$ cat config.mk
export PLATFORM = sky130hd
export DESIGN_NAME = snake_head_stepper
export DESIGN_NICKNAME = d
export VERILOG_FILES = /design/src/rtl/snake_pkg.sv /design/src/rtl/snake_step_timer.sv /design/src/rtl/snake_head_stepper.sv
export SDC_FILE = /design/constraint.sdc
export NUM_CORES = 1
export LEC_CHECK = 0
export BUFFER_PORTS_ARGS = -buffer_cell sky130_fd_sc_hd__buf_2
export CAP_MARGIN = 30
export CELL_PAD_IN_SITES_DETAIL_PLACEMENT = 1
export CELL_PAD_IN_SITES_GLOBAL_PLACEMENT = 2
export CORE_UTILIZATION = 35
export CTS_BUF_LIST = sky130_fd_sc_hd__clkbuf_8
export DETAILED_ROUTE_END_ITERATION = 10
export MAX_ROUTING_LAYER = met4
export PLACE_DENSITY = 0.89
export SETUP_SLACK_MARGIN = 0.1
export SLEW_MARGIN = 30
export SYNTH_ARGS = -nofsm -noshare
export SYNTH_HDL_FRONTEND = slang
export SYNTH_SLANG_ARGS = --single-unit
$ cat constraint.sdc
create_clock -name clock -period 2 [get_ports clock]
set_input_delay 0.3 -clock clock [delete_from_list [all_inputs] [get_ports clock]]
set_output_delay 0.3 -clock clock [all_outputs]
set_load 0.05 [all_outputs]
$ cat src/rtl/snake_pkg.sv
// Shared direction encoding and helpers for the snake head logic.
package snake_pkg;

    localparam logic [1:0] DIR_UP    = 2'd0;
    localparam logic [1:0] DIR_DOWN  = 2'd1;
    localparam logic [1:0] DIR_LEFT  = 2'd2;
    localparam logic [1:0] DIR_RIGHT = 2'd3;

    function automatic logic [1:0] opposite_dir(input logic [1:0] dir);
        logic [1:0] opp;
        case (dir)
            DIR_UP:    opp = DIR_DOWN;
            DIR_DOWN:  opp = DIR_UP;
            DIR_LEFT:  opp = DIR_RIGHT;
            DIR_RIGHT: opp = DIR_LEFT;
            default:   opp = DIR_LEFT;
        endcase
        return opp;
    endfunction

endpackage

$ cat src/rtl/snake_step_timer.sv
// Step pacing counter: counts 0..TICK_DIV-1 while run is high, holds otherwise.
// tick is combinational and marks the terminal count of a running timer.
module snake_step_timer #(
    parameter int TICK_DIV = 5_000_000
) (
    input  logic clock,
    input  logic resetn,
    input  logic run,
    output logic tick
);

    localparam int CW = $clog2(TICK_DIV);
    localparam logic [CW-1:0] LAST = CW'(TICK_DIV - 1);

    logic [CW-1:0] count_r;

    // Step counter with wrap at the terminal value; frozen while not running
    always_ff @(posedge clock or negedge resetn) begin
        if (!resetn) begin
            count_r <= {CW{1'b0}};
        end else if (run) begin
            if (count_r == LAST) begin
                count_r <= {CW{1'b0}};
            end else begin
                count_r <= count_r + CW'(1);
            end
        end else begin
            count_r <= count_r;
        end
    end

    assign tick = run && (count_r == LAST);

endmodule

$ cat src/rtl/snake_head_stepper.sv
// Snake head motion: direction arbitration, reversal rejection and paced head stepping.
// Optional SNAKE_WALL_KILL_EN: leaving the grid sets a sticky game_over instead of wrapping.
module snake_head_stepper
    import snake_pkg::*;
#(
    parameter int GRID_W   = 40,
    parameter int GRID_H   = 30,
    parameter int XW       = 6,
    parameter int YW       = 5,
    parameter int TICK_DIV = 5_000_000,
    parameter int START_X  = 20,
    parameter int START_Y  = 15
) (
    input  logic          clock,
    input  logic          resetn,
    input  logic          enable,
    input  logic          up,
    input  logic          down,
    input  logic          left,
    input  logic          right,
    output logic [XW-1:0] head_x,
    output logic [YW-1:0] head_y,
    output logic [1:0]    heading,
    output logic          step,
    output logic          game_over
);

    localparam logic [XW-1:0] X_MAX = XW'(GRID_W - 1);
    localparam logic [YW-1:0] Y_MAX = YW'(GRID_H - 1);

    logic [XW-1:0] head_x_r;
    logic [YW-1:0] head_y_r;
    logic [1:0]    heading_r;
    logic [1:0]    pending_r;
    logic          step_r;

    logic          go_s;
    logic          hit_s;
    logic          run_s;
    logic          tick_s;
    logic          req_valid_s;
    logic          req_ok_s;
    logic [1:0]    req_dir_s;
    logic [XW-1:0] next_x_s;
    logic [YW-1:0] next_y_s;

    assign run_s = enable && !go_s;

    snake_step_timer #(
        .TICK_DIV (TICK_DIV)
    ) u_timer (
        .clock  (clock),
        .resetn (resetn),
        .run    (run_s),
        .tick   (tick_s)
    );

    // Priority-resolve request pulses; reversals are judged against the committed heading only
    always_comb begin
        req_valid_s = 1'b1;
        req_dir_s   = DIR_RIGHT;
        if (up) begin
            req_dir_s = DIR_UP;
        end else if (down) begin
            req_dir_s = DIR_DOWN;
        end else if (left) begin
            req_dir_s = DIR_LEFT;
        end else if (right) begin
            req_dir_s = DIR_RIGHT;
        end else begin
            req_valid_s = 1'b0;
        end
        req_ok_s = req_valid_s && (req_dir_s != opposite_dir(heading_r));
    end

    // Next head cell in the pending direction, wrapping at the grid edges without overflow
    always_comb begin
        next_x_s = head_x_r;
        next_y_s = head_y_r;
        case (pending_r)
            DIR_UP:   next_y_s = (head_y_r == {YW{1'b0}}) ? Y_MAX : head_y_r - YW'(1);
            DIR_DOWN: next_y_s = (head_y_r == Y_MAX) ? {YW{1'b0}} : head_y_r + YW'(1);
            DIR_LEFT: next_x_s = (head_x_r == {XW{1'b0}}) ? X_MAX : head_x_r - XW'(1);
            default:  next_x_s = (head_x_r == X_MAX) ? {XW{1'b0}} : head_x_r + XW'(1);
        endcase
    end

`ifdef SNAKE_WALL_KILL_EN
    logic game_over_r;

    // A move is fatal when it would cross the edge the pending direction points at
    always_comb begin
        hit_s = 1'b0;
        case (pending_r)
            DIR_UP:   hit_s = (head_y_r == {YW{1'b0}});
            DIR_DOWN: hit_s = (head_y_r == Y_MAX);
            DIR_LEFT: hit_s = (head_x_r == {XW{1'b0}});
            default:  hit_s = (head_x_r == X_MAX);
        endcase
    end

    // Sticky wall-hit flag, cleared only by reset
    always_ff @(posedge clock or negedge resetn) begin
        if (!resetn) begin
            game_over_r <= 1'b0;
        end else if (tick_s && hit_s) begin
            game_over_r <= 1'b1;
        end else begin
            game_over_r <= game_over_r;
        end
    end

    assign go_s = game_over_r;
`else
    assign hit_s = 1'b0;
    assign go_s  = 1'b0;
`endif

    // Head, heading and pending state; the request seen in a terminal cycle feeds the next step
    always_ff @(posedge clock or negedge resetn) begin
        if (!resetn) begin
            head_x_r  <= XW'(START_X);
            head_y_r  <= YW'(START_Y);
            heading_r <= DIR_RIGHT;
            pending_r <= DIR_RIGHT;
            step_r    <= 1'b0;
        end else begin
            step_r <= 1'b0;
            if (tick_s && !hit_s) begin
                heading_r <= pending_r;
                head_x_r  <= next_x_s;
                head_y_r  <= next_y_s;
                step_r    <= 1'b1;
            end else begin
                heading_r <= heading_r;
            end
            if (req_ok_s && !go_s) begin
                pending_r <= req_dir_s;
            end else begin
                pending_r <= pending_r;
            end
        end
    end

    assign head_x    = head_x_r;
    assign head_y    = head_y_r;
    assign heading   = heading_r;
    assign step      = step_r;
    assign game_over = go_s;

endmodule

==> results by group <==
Run status
  • Outcome: complete, but fails checks
  • Violated checks: design-rule violations

STA
  • Worst hold slack: 0.311 ns
  • Count of endpoints failing hold in the final timing report: 0
  • Setup repair after global routing missed its margin: true
  • Post-route setup TNS: 0 ns
  • Final Cycle Share: 0.917
  • Achievable clock frequency: roughly 0.55 GHz
  • Final Critical Period: 1.83 ns
  • Slew Viols, Final: 0
  • Max Clock Skew: between 0.004 and 0.005 ns
  • Endpoints failing setup: 0

Critical path
  • Endpoint of the worst register-to-register path: head_x[5]
  • Worst endpoint required time: 2.21 ns
  • Startpoint of the worst register-to-register path: pending_r[0]
  • CP startpoint kind: flip-flop
  • Critical Path Fanout Max: 10
  • CP endpoint: head_x[5]
  • Type of the setup path with the least slack: flip-flop to flip-flop
  • Register-to-register setup slack: around 0.17 ns
  • Start point of the critical path: pending_r[0]
  • Worst r2r path cells: 5
  • Kind of end point of the critical path: flip-flop
  • Worst Path Arrival: 2.05 ns

Finish
  • Net count, final: roughly 320
  • Most frequent standard cell in the layout excluding fill and tap cells: sky130_fd_sc_hd__dfrtp_1
  • N_diodes: 0
  • Layout filler cell count: approximately 750
  • Commonest cells after routing, fill and taps aside: sky130_fd_sc_hd__dfrtp_1, sky130_fd_sc_hd__nand2_1, sky130_fd_sc_hd__buf_4
  • Synth-to-Final Area Change: 24.0%
  • Proportion of layout cells with a drive suffix above 1: 0.272
  • Util after Layout: 0.456

Synth
  • Seq cells post-synth: 39
  • Post-Syn Area per Cell: approximately 9.2 sq um
  • Async set or reset register ratio after synthesis: 1.00
  • Mapped Cells: 256
  • Synthesized cell area: 0.00236 sq mm
  • Top cell type's share of synthesized area: 0.307
  • EDFF count, synth: 0
  • Most frequently used flop master after synthesis: sky130_fd_sc_hd__dfrtp_1
  • Leading cell types by total area after synthesis: sky130_fd_sc_hd__dfrtp_1, sky130_fd_sc_hd__dfstp_2, sky130_fd_sc_hd__nand2_1
  • Mapped Nets: 270
  • Largest area contributor in the synthesized netlist: sky130_fd_sc_hd__dfrtp_1
  • Number of distinct library cells after synthesis: 49
  • Sequential cell area fraction in the yosys report: 0.418
  • Synth Warn #: 0

GRT
  • Pin count of the biggest net entering global routing: 22
  • Overflow left after global routing: 0
  • Initial antenna violation count: 0
  • Total GRT Usage: 0.197
  • Via count of the first global-routing pass: between 2,000 and 2,500
  • Global-route wire length before repair: 10.8 mm

Drt
  • Via count: 2,091
  • Routed length on met2: between 3 and 4 mm
  • Met3 routed WL: 152 um
  • Total wirelength of the detailed-routed design: 6.15 mm
  • Uppermost layer routed: met4
  • Via-per-instance ratio: between 5 and 6
  • Wire length on met1: between 2 and 3 mm
  • DR WL/cell: roughly 16 um
  • Drt first pass iters: 7
  • Number of nets with antenna violations after routing: 0
  • Iter 0 DRT Violations: 57
  • Number of design rule violations left after detail routing: 8

Floorplan
  • Boundary Pins: 22
  • Number of standard-cell rows in the floorplan: 29
  • Core Area: around 0.0064 sq mm
  • Height of the die: approximately 84 um
  • Area of the die: between 0.007 and 0.008 sq mm
  • Width of the die: approximately 84 um
  • Starting utilization of the core area: 0.368

Flow run
  • Max capacitance violation total: 0

Power and ir drop
  • Switching Share: 0.261
  • Power density cells: around 700 mW/mm^2
  • Combinational Power Share: 0.164
  • Proportion of power drawn by the clock network: 0.391
  • Worst IR drop on VDD: 0.359 mV
  • P_int: between 1.5 and 2 mW
  • Total net switching power: about 0.53 mW
  • Flop pwr share: 0.445
  • Leakage power: between 1 and 1.5 nW

CTS
  • CTS tree: built
  • Source-to-sink clock delay at the later pin of the worst-skew pair: 0.30 ns
  • CTS clock-pin slew for the worst setup and hold paths: 0.08 ns
  • Clock root cell: sky130_fd_sc_hd__clkbuf_8
  • Number of clock sinks: 39
  • Total clock buffers created by CTS: 5
  • Longest Clk Path Bufs: 2
  • H-tree levels: 2

Worst hold path
  • Class of the tightest hold or removal check: primary input to flip-flop

Placement
  • Last weighted congestion value of the routability-driven placer: slightly below 0.8
  • DP HPWL: about 4.6 mm
  • Buffers added on ports: 20
## worst max-delay path, cell delays in order, from the launching register on
cell,delay (ns)
sky130_fd_sc_hd__dfstp_2,0.61
sky130_fd_sc_hd__nor2b_2,0.12
sky130_fd_sc_hd__or4b_2,0.70
sky130_fd_sc_hd__nand2_1,0.09
sky130_fd_sc_hd__a31oi_1,0.08
sky130_fd_sc_hd__a31oi_1,0.16
## sequential cells by signal (all words and copies together) (netlist names)
signal           flops
head_x               6
pending_r            2
head_y               5
u_timer.count_r     23
step                 1
heading              2
## through the flow
step	power (mW)	worst slack [ns]	std cells	cell area, sq um
finish	2.05	0.167	379	2930
global route	2.15	0.0465	379	2930
CTS	2.07	0.0965	377	2870
detailed placement	1.26	0.0743	367	2700
global placement	1.24	0.129	367	2700
floorplan	1.09	0.0877	256	2360
## cells in the mapped netlist, drive strengths merged (7+ instances only)
cell type / n
a31oi: 10
dfrtp: 29
nand3: 12
a21oi: 10
nor3: 13
xnor2: 10
dfstp: 10
inv: 12
nand4: 13
o21ai: 16
nor2: 17
ha: 7
nand2: 27
## cells by family after synthesis
logic type	count (synthesis)	share of synthesized area
simple gates	110	0.267
mux	8	0.0350
other cells	1	0.00159
buf+inv	21	0.0371
fa+ha+maj	7	0.0371
compound gates	54	0.144
flops	39	0.418
xor+xnor	16	0.0593
## how the worst min path moves through the flow
| stage | endpoint | startpoint | cells after the start | slack, ns |
|---|---|---|---|---|
| 3_3_place_gp | head_x[1] | resetn | 1 | 0.29 |
| 6_report | pending_r[1] | down | 3 | 0.31 |
| 4_1_cts | pending_r[1] | down | 3 | 0.31 |
| 5_1_grt | pending_r[1] | down | 3 | 0.32 |
| 2_1_floorplan | head_x[0] | resetn | 0 | 0.004 |
| 3_5_place_dp | head_x[1] | resetn | 1 | 0.29 |
## power by group through the flow
stage	combinational, mW	sequential [mW]	clock [mW]
after global placement	0.323	0.921	0
after detailed placement	0.332	0.926	0
after global routing	0.376	0.919	0.856
final	0.335	0.910	0.801
after CTS	0.339	0.911	0.819
after floorplan	0.151	0.939	0
## timing repair
| item | 4_1_cts | 5_1_grt |
|---|---|---|
| setup endpoints to repair | 5 | 24 |
| endpoints found under the hold margin | 9 | 0 |
| resized for setup | 3 | 8 |
| hold buffers | 1 | 0 |
| setup buffers | 1 | 2 |
| pin swaps | 0 | 2 |
## per-layer routing
metal,vias up,track usage
li1,1018,-
met2,21,0.323
met4,0,0.0470
met5,-,-
met3,6,0.0354
met1,1046,0.252
## layout make-up
type                            count  area (sq um)  share of cell area
Inverter                           12          45.0              0.0154
Multi-Input combinational cell    196          1340               0.457
Clock buffer                        5          68.8              0.0235
Sequential cell                    39           988               0.337
Tap cell                           77          96.3              0.0329
Clock inverter                      3          67.6              0.0231
Timing Repair Buffer               47           325               0.111
No activity file was read; power rests on OpenSTA's default activity.
